File: src/rtl/serial_sub_pkg.sv
// Shared types and constants for the bit-serial subtractor.
// Optional signed-overflow output is enabled with `define SERIAL_SUB_OVF_EN.
package serial_sub_pkg;

  localparam int DEFAULT_WIDTH = 8;

  typedef enum logic [1:0] {
    IDLE  = 2'd0,
    SHIFT = 2'd1,
    DONE  = 2'd2
  } state_t;

  // Bit counter must be able to hold the value WIDTH itself.
  function automatic int cnt_width(input int w);
    return $clog2(w + 1);
  endfunction

endpackage

File: src/rtl/full_subtractor.sv
// Combinational one-bit full subtractor cell: d = a - b - bin, with borrow out.
module full_subtractor (
  output logic d,
  output logic bout,
  input  logic a,
  input  logic b,
  input  logic bin
);

  always_comb begin
    d    = a ^ b ^ bin;
    bout = (~a & b) | (~(a ^ b) & bin);
  end

endmodule

File: src/rtl/serial_subtractor.sv
// Bit-serial WIDTH-bit subtractor (A - B), LSB first, one full-subtractor cell.
// Define SERIAL_SUB_OVF_EN to add the registered two's-complement overflow port ovf.
module serial_subtractor
  import serial_sub_pkg::*;
#(
  parameter int WIDTH = DEFAULT_WIDTH
) (
  input  logic             clk,
  input  logic             rst_n,
  input  logic             start,
  input  logic [WIDTH-1:0] a,
  input  logic [WIDTH-1:0] b,
  output logic             busy,
  output logic             done,
  output logic [WIDTH-1:0] diff,
  output logic             borrow_out
`ifdef SERIAL_SUB_OVF_EN
  ,
  output logic             ovf
`endif
);

  localparam int             CW   = cnt_width(WIDTH);
  localparam logic [CW-1:0]  LAST = CW'(WIDTH);

  state_t           state;
  state_t           state_nxt;
  logic [WIDTH-1:0] a_sr;
  logic [WIDTH-1:0] b_sr;
  logic             bin;
  logic [CW-1:0]    cnt;
  logic [CW-1:0]    cnt_nxt;
  logic             load;
  logic             shift_en;
  logic             last_bit;
  logic             d;
  logic             bout;

  assign cnt_nxt = cnt + CW'(1);

  full_subtractor u_bit (
    .d    (d),
    .bout (bout),
    .a    (a_sr[0]),
    .b    (b_sr[0]),
    .bin  (bin)
  );

  always_ff @(posedge clk or negedge rst_n) begin
    if (!rst_n) state <= IDLE;
    else        state <= state_nxt;
  end

  always_comb begin
    state_nxt = state;
    busy      = 1'b0;
    done      = 1'b0;
    load      = 1'b0;
    shift_en  = 1'b0;
    last_bit  = 1'b0;
    case (state)
      IDLE: begin
        if (start) begin
          load      = 1'b1;
          state_nxt = SHIFT;
        end
      end
      SHIFT: begin
        busy     = 1'b1;
        shift_en = 1'b1;
        if (cnt_nxt == LAST) begin
          last_bit  = 1'b1;
          state_nxt = DONE;
        end
      end
      DONE: begin
        done      = 1'b1;
        state_nxt = IDLE;
      end
      default: state_nxt = IDLE;
    endcase
  end

  // Result bits enter at the MSB so the first (LSB) bit lands at diff[0] after WIDTH shifts.
  always_ff @(posedge clk or negedge rst_n) begin
    if (!rst_n) begin
      a_sr       <= '0;
      b_sr       <= '0;
      bin        <= 1'b0;
      cnt        <= '0;
      diff       <= '0;
      borrow_out <= 1'b0;
    end else if (load) begin
      a_sr       <= a;
      b_sr       <= b;
      bin        <= 1'b0;
      cnt        <= '0;
      diff       <= '0;
      borrow_out <= 1'b0;
    end else if (shift_en) begin
      a_sr <= {1'b0, a_sr[WIDTH-1:1]};
      b_sr <= {1'b0, b_sr[WIDTH-1:1]};
      bin  <= bout;
      cnt  <= cnt_nxt;
      diff <= {d, diff[WIDTH-1:1]};
      if (last_bit) borrow_out <= bout;
    end
  end

`ifdef SERIAL_SUB_OVF_EN
  logic a_sign;
  logic b_sign;

  // Operand signs are captured because the shift registers consume them.
  always_ff @(posedge clk or negedge rst_n) begin
    if (!rst_n) begin
      a_sign <= 1'b0;
      b_sign <= 1'b0;
      ovf    <= 1'b0;
    end else if (load) begin
      a_sign <= a[WIDTH-1];
      b_sign <= b[WIDTH-1];
      ovf    <= 1'b0;
    end else if (last_bit) begin
      ovf <= (a_sign != b_sign) & (d != a_sign);
    end
  end
`endif

endmodule

File: config.mk
export PLATFORM = sky130hd
export DESIGN_NAME = serial_subtractor
export DESIGN_NICKNAME = d
export VERILOG_FILES = /design/src/rtl/serial_sub_pkg.sv /design/src/rtl/full_subtractor.sv /design/src/rtl/serial_subtractor.sv
export SDC_FILE = /design/constraint.sdc
export NUM_CORES = 1
export LEC_CHECK = 0
export CAP_MARGIN = 25
export CELL_PAD_IN_SITES_DETAIL_PLACEMENT = 1
export CELL_PAD_IN_SITES_GLOBAL_PLACEMENT = 2
export CORE_ASPECT_RATIO = 1.4
export CORE_MARGIN = 5
export CORE_UTILIZATION = 28
export DETAILED_ROUTE_END_ITERATION = 10
export GPL_TIMING_DRIVEN = 0
export PLACE_DENSITY_LB_ADDON = 0.1
export SLEW_MARGIN = 20
export SYNTH_ARGS = -nofsm -noshare
export SYNTH_HDL_FRONTEND = slang
export SYNTH_SLANG_ARGS = --single-unit
File: constraint.sdc
create_clock -name clk -period 1.3 [get_ports clk]
set_input_delay 0.26 -clock clk [delete_from_list [all_inputs] [get_ports clk]]
set_output_delay 0.26 -clock clk [all_outputs]
set_load 0.005 [all_outputs]
* After elaboration in Yosys (flattened, before gate mapping)
Index checks and enable logic that the tools add are counted.
** Storage, ports and cells
- Register bits :: 32
- Output and inout bits :: 11
- Logic and storage cells :: 47
** Cells by class
- $add $sub $neg :: 1
- Equal/unequal tests :: 5
- Mux-type cells :: 22
- Bitwise operators :: 7
- Reduce and logical (&&, ||, !) cells :: 5
** Operators with widths (count)
- 8-bit 2-to-1 mux :: 6
- 1-bit 2-to-1 mux :: 11
- 4-bit 2-to-1 mux :: 2
- 4-bit by 1-bit adder with 4-bit output, second input constant :: 1
- 4-bit == test, second input constant :: 1
- 2-bit 2-to-1 mux :: 2
- 2-bit != test, second input constant :: 2
- 2-bit one-hot mux with 2 select lines :: 1
- 2-bit AND reduction :: 2
- 2-bit nonzero test :: 2
- 1-bit bitwise AND :: 2
- 2-bit by 1-bit == test with 1-bit output, second input constant :: 1
- 2-bit == test, second input constant :: 1
- 2-bit zero test :: 1
- 1-bit inverter :: 2
- 1-bit bitwise XOR :: 2
- 1-bit OR :: 1

* Logic depth before layout (Yosys ltp)
- Word-level depth :: 7
- Gate-level depth with buffers :: 5
- Mapped depth without buffers :: 5

* Modules after synthesis
A second synthesis with hierarchy kept.
** Second synthesis, totals
- Cells, all modules :: 137
- Area total of the unflattened synthesis :: 1516.5 um^2
** By module, submodules not included
- serial_subtractor :: instances 1, cells an instance 133, area each 1485.2 um^2, seq. area each 800.8 um^2
- full_subtractor :: instances 1, cells an instance 4, area each 31.3 um^2, seq. area each 0.0 um^2

* Worst setup path after synthesis
OpenSTA, ideal clock, no wires.
- Path type :: flip-flop to flip-flop
- Start :: register bin
- End :: register borrow_out
- Setup time :: 0.087 ns
- Data arrival time :: 1.228 ns
- Data required time :: 1.213 ns
- Slack :: -0.015 ns
- Cell stages (with the launch flop) :: 6
- Path buffers :: 0
- Period minus slack after synthesis :: 1.315 ns
- Path through :: dfrtp_1 -> inv_1 -> fa_1 -> nor3b_1 -> o2111ai_1 -> o211ai_1
** Between the ends
- Longest elaborated chain between the ends :: 5
** Ends and longest elaborated chain
- start: declaration :: line serial_subtractor.sv:30 : logic bin;
- start signal: assignment :: line serial_subtractor.sv:103 : bin <= bout;
- 1-bit bitwise AND :: line full_subtractor.sv:12 : bout = (~a & b) | (~(a ^ b) & bin);
- 1-bit OR :: line full_subtractor.sv:12
- 1-bit 2-to-1 mux :: line serial_subtractor.sv:106 : if (last_bit) borrow_out <= bout;
- 1-bit 2-to-1 mux :: line serial_subtractor.sv:100 : end else if (shift_en) begin
- 1-bit 2-to-1 mux :: line serial_subtractor.sv:93 : end else if (load) begin
- end signal: assignment :: line serial_subtractor.sv:106
- end: declaration :: line serial_subtractor.sv:16 : output logic borrow_out
No other way between the ends. The select of a mux whose other input is x is not followed.
A chain may end at the register's enable or synchronous reset.

* Final worst setup path
- Start :: register state[1]
- End :: output done
** Between the ends
- Longest elaborated chain between the ends :: 2
** Ends and longest elaborated chain
- start: declaration :: line serial_subtractor.sv:26 : state_t state;
- start signal: assignment :: line serial_subtractor.sv:51 : else state <= state_nxt;
- 2-bit == test :: line serial_subtractor.sv:61 : case (state)
- 1-bit 2-to-1 mux :: line serial_subtractor.sv:61
- end: declaration :: line serial_subtractor.sv:14 : output logic done,
No other way between the ends.

==> out/results.ini <==
[run_status]
status=complete, but fails checks
violations=negative setup slack

[worst_hold_path]
hp-class=input port to async pin

[synthesis]
synth_area_um2=1410
yosys.area_share.simple=0.0949
ys_ff_latch=32
synth_compound_area_frac=0.258
yosysWarningCount=0
synth_most_common_cell=dfrtp_1
synth_flop_cell=dfrtp_1
synth_top_area_frac=0.567
synth_xor_area_frac=0.00621
synth.top_cells.by_count=dfrtp_1 (32), nand2_1 (16), o21ai_0 (16)
synthCells=127
synth-edff-count=0
async_flop_share=1.00
synth_adder_area_share=0.0230
synth_cell_types=30
ys_seq_area_frac=0.567
yosys.area.top_type=dfrtp_1
synthMuxAreaShare=0.00798
synth.area.top_cells=dfrtp_1 (57%), a22oi_1 (7.4%), a22o_1 (6.2%)
syn_avg_cell_area_um2=11.1
syn-num-nets=148
synth_top_family_by_area=compound AO/OA/AOI/OAI gates

[place]
finalWeightedCongestion=0.728
port_buffers=29
placed_cells=221
hpwl_mm=2.74
placed_area_um2=1800

[layout]
fin_area_um2=2130
final_core_util=0.436
stdcell_count=248
drive_gt1_frac=0.266
area_growth_pct=50.7
fillers=561
final_nets=204
diodes=0

[drt]
routed_wl_mm=4.14
drc=0
vias_per_cell=4.94
dr_total_vias=1226
detail_route.first_pass.iterations=4
first_iter_violations=45
ant_nets=0
drt-wirelength-per-cell_um=16.7

[setup_path]
cp-end-kind=primary output
start_kind=flip-flop
critPathMaxFanout=3
crit_path_max_incr_delay_ns=0.44
worstPathCellList=buf_6, nor2b_4, buf_2
arrival_ns=1.09
criticalPathCategory=flip-flop to primary output
slowest_stage=dfrtp_1
required_ns=1.04

[sta]
finalClockSkew_ns=0.00258
fmax_mhz=739
finalHoldViolCount=0
tightestPinTransition_ns=0.327
report.final.slew_viol_count=0
rsz0062_at_grt=true
setup_viol=4
timing.final.crit_share=1.04
slew_headroom=0.782
fin_crit_ns=1.35
fin_ws_ns=-0.0533

[clock_network]
clk_path_buf_depth=2
htreeDepth=2
clk_latency_ns=0.28
cts_inserted_buffers=5
cts_tree=built
clock_sinks=32
cts_root_buf=clkbuf_8
cts.clk_slew.worst_paths_ns=0.06

[floorplan]
die_x_um=70.0
start_util=0.289
rows=30
io_pins=30
dieArea_um2=6580
die_h_um=94.0
core_area_um2=4880

[power]
total_power_uw=4720
p_per_area_nw_per_um2=2220
vdd_drop_max_mv=0.720
cellLeakagePower_uw=0.000977

[global_routing]
antenna_found_initial=0
grt_first_pass_wirelength_mm=6.73
grt_start_max_net_pins=33
grt_pass1_vias=1436
track_usage=0.133
gr-total-overflow=0

[flow_run]
maxCapViolCount=0

[registers in the layout, summed over array words and instances, names as in the netlist]
signal,count
a_sr,8
state,2
diff,8
cnt,4
borrow_out,1
bin,1
b_sr,8
[kinds of logic after synthesis]
kind of cell | after synthesis
adder cells (fa/ha/maj) | 2
AO/OA/AOI/OAI | 52
AND/OR/NAND/NOR | 27
XOR/XNOR | 1
flip-flops | 32
buffers and inverters | 12
multiplexers | 1
[layout make-up]
type	count	area, µm²	area share
sequential	32	801	0.376
multi-input combinational	83	614	0.289
timing repair buffer	50	442	0.208
clock buffer	8	90.1	0.0424
buffer	8	88.8	0.0418
tap	64	80.1	0.0376
inverter	3	11.3	0.00529
[worst max-delay path, delay by kind of cell, from the launching register on]
kind          cells  cell delay [ns]
simple gates      1             0.11
buf+inv           2             0.27
flops             1             0.44
[routing by layer]
| metal | track usage | wire, µm | vias up | part of all wire |
|---|---|---|---|---|
| li1 | - | - | 572 | - |
| met5 | 0 | 0 | - | 0 |
| met4 | 0.0383 | 48 | 0 | 0.012 |
| met1 | 0.134 | 1640 | 619 | 0.40 |
| met2 | 0.261 | 2290 | 29 | 0.55 |
| met3 | 0.0375 | 163 | 6 | 0.039 |
[cell usage in the layout, fill, tap and decap left out, types with 2 or more instances in the layout]
cell type | synthesis | routed
nor2b_1 | 5 | 2
clkbuf_8 | 0 | 7
buf_6 | 1 | 5
dlygate4sd2_1 | 0 | 10
a21oi_1 | 3 | 3
o21ai_0 | 16 | 11
nand2_1 | 16 | 16
dfrtp_1 | 32 | 32
inv_1 | 3 | 2
nor2b_4 | 0 | 3
buf_2 | 5 | 2
o21ai_1 | 1 | 6
a22oi_1 | 14 | 11
clkdlybuf4s50_1 | 0 | 16
buf_4 | 0 | 20
a22oi_2 | 0 | 3
a22o_1 | 10 | 10
clkbuf_1 | 2 | 2
[report_power, final]
part	total (µW)	switching [µW]	internal (µW)
clock	784	352	431
combinational	2290	1000	1290
sequential	1640	259	1390
total	4720	1610	3100
[repair_timing]
action | CTS | global route
hold endpoints to repair | 32 | 0
setup endpoints to repair | 33 | 23
hold buffers | 1 | 0
pin swaps | 5 | 2
setup buffers | 16 | 3
resized for setup | 33 | 23
[final timing paths]
kind | start | endpoint | slack (ns) | depth (start not counted)
min | rst_n | cnt[3] | 0.47 | 3
min reg2reg | b_sr[2] | b_sr[2] | 0.49 | 2
max in group asynchronous | rst_n | a_sr[0] | 0.66 | 3
max reg2reg | b_sr[0] | borrow_out | -0.05 | 5
min in group clk | b_sr[2] | b_sr[2] | 0.49 | 2
max | state[1] | done | -0.05 | 3
[per-stage QoR]
step	hold WS (ns)	setup WS (ns)	TNS, ns
3_5_place_dp	0.233	-0.606	-15.18
6_report	0.467	-0.0533	-0.175
3_3_place_gp	0.463	-0.683	-35.94
4_1_cts	0.469	-0.158	-0.452
5_1_grt	0.491	-0.137	-0.428
2_1_floorplan	-0.0356	0.0281	0
No activity file was read; power rests on OpenSTA's default activity.
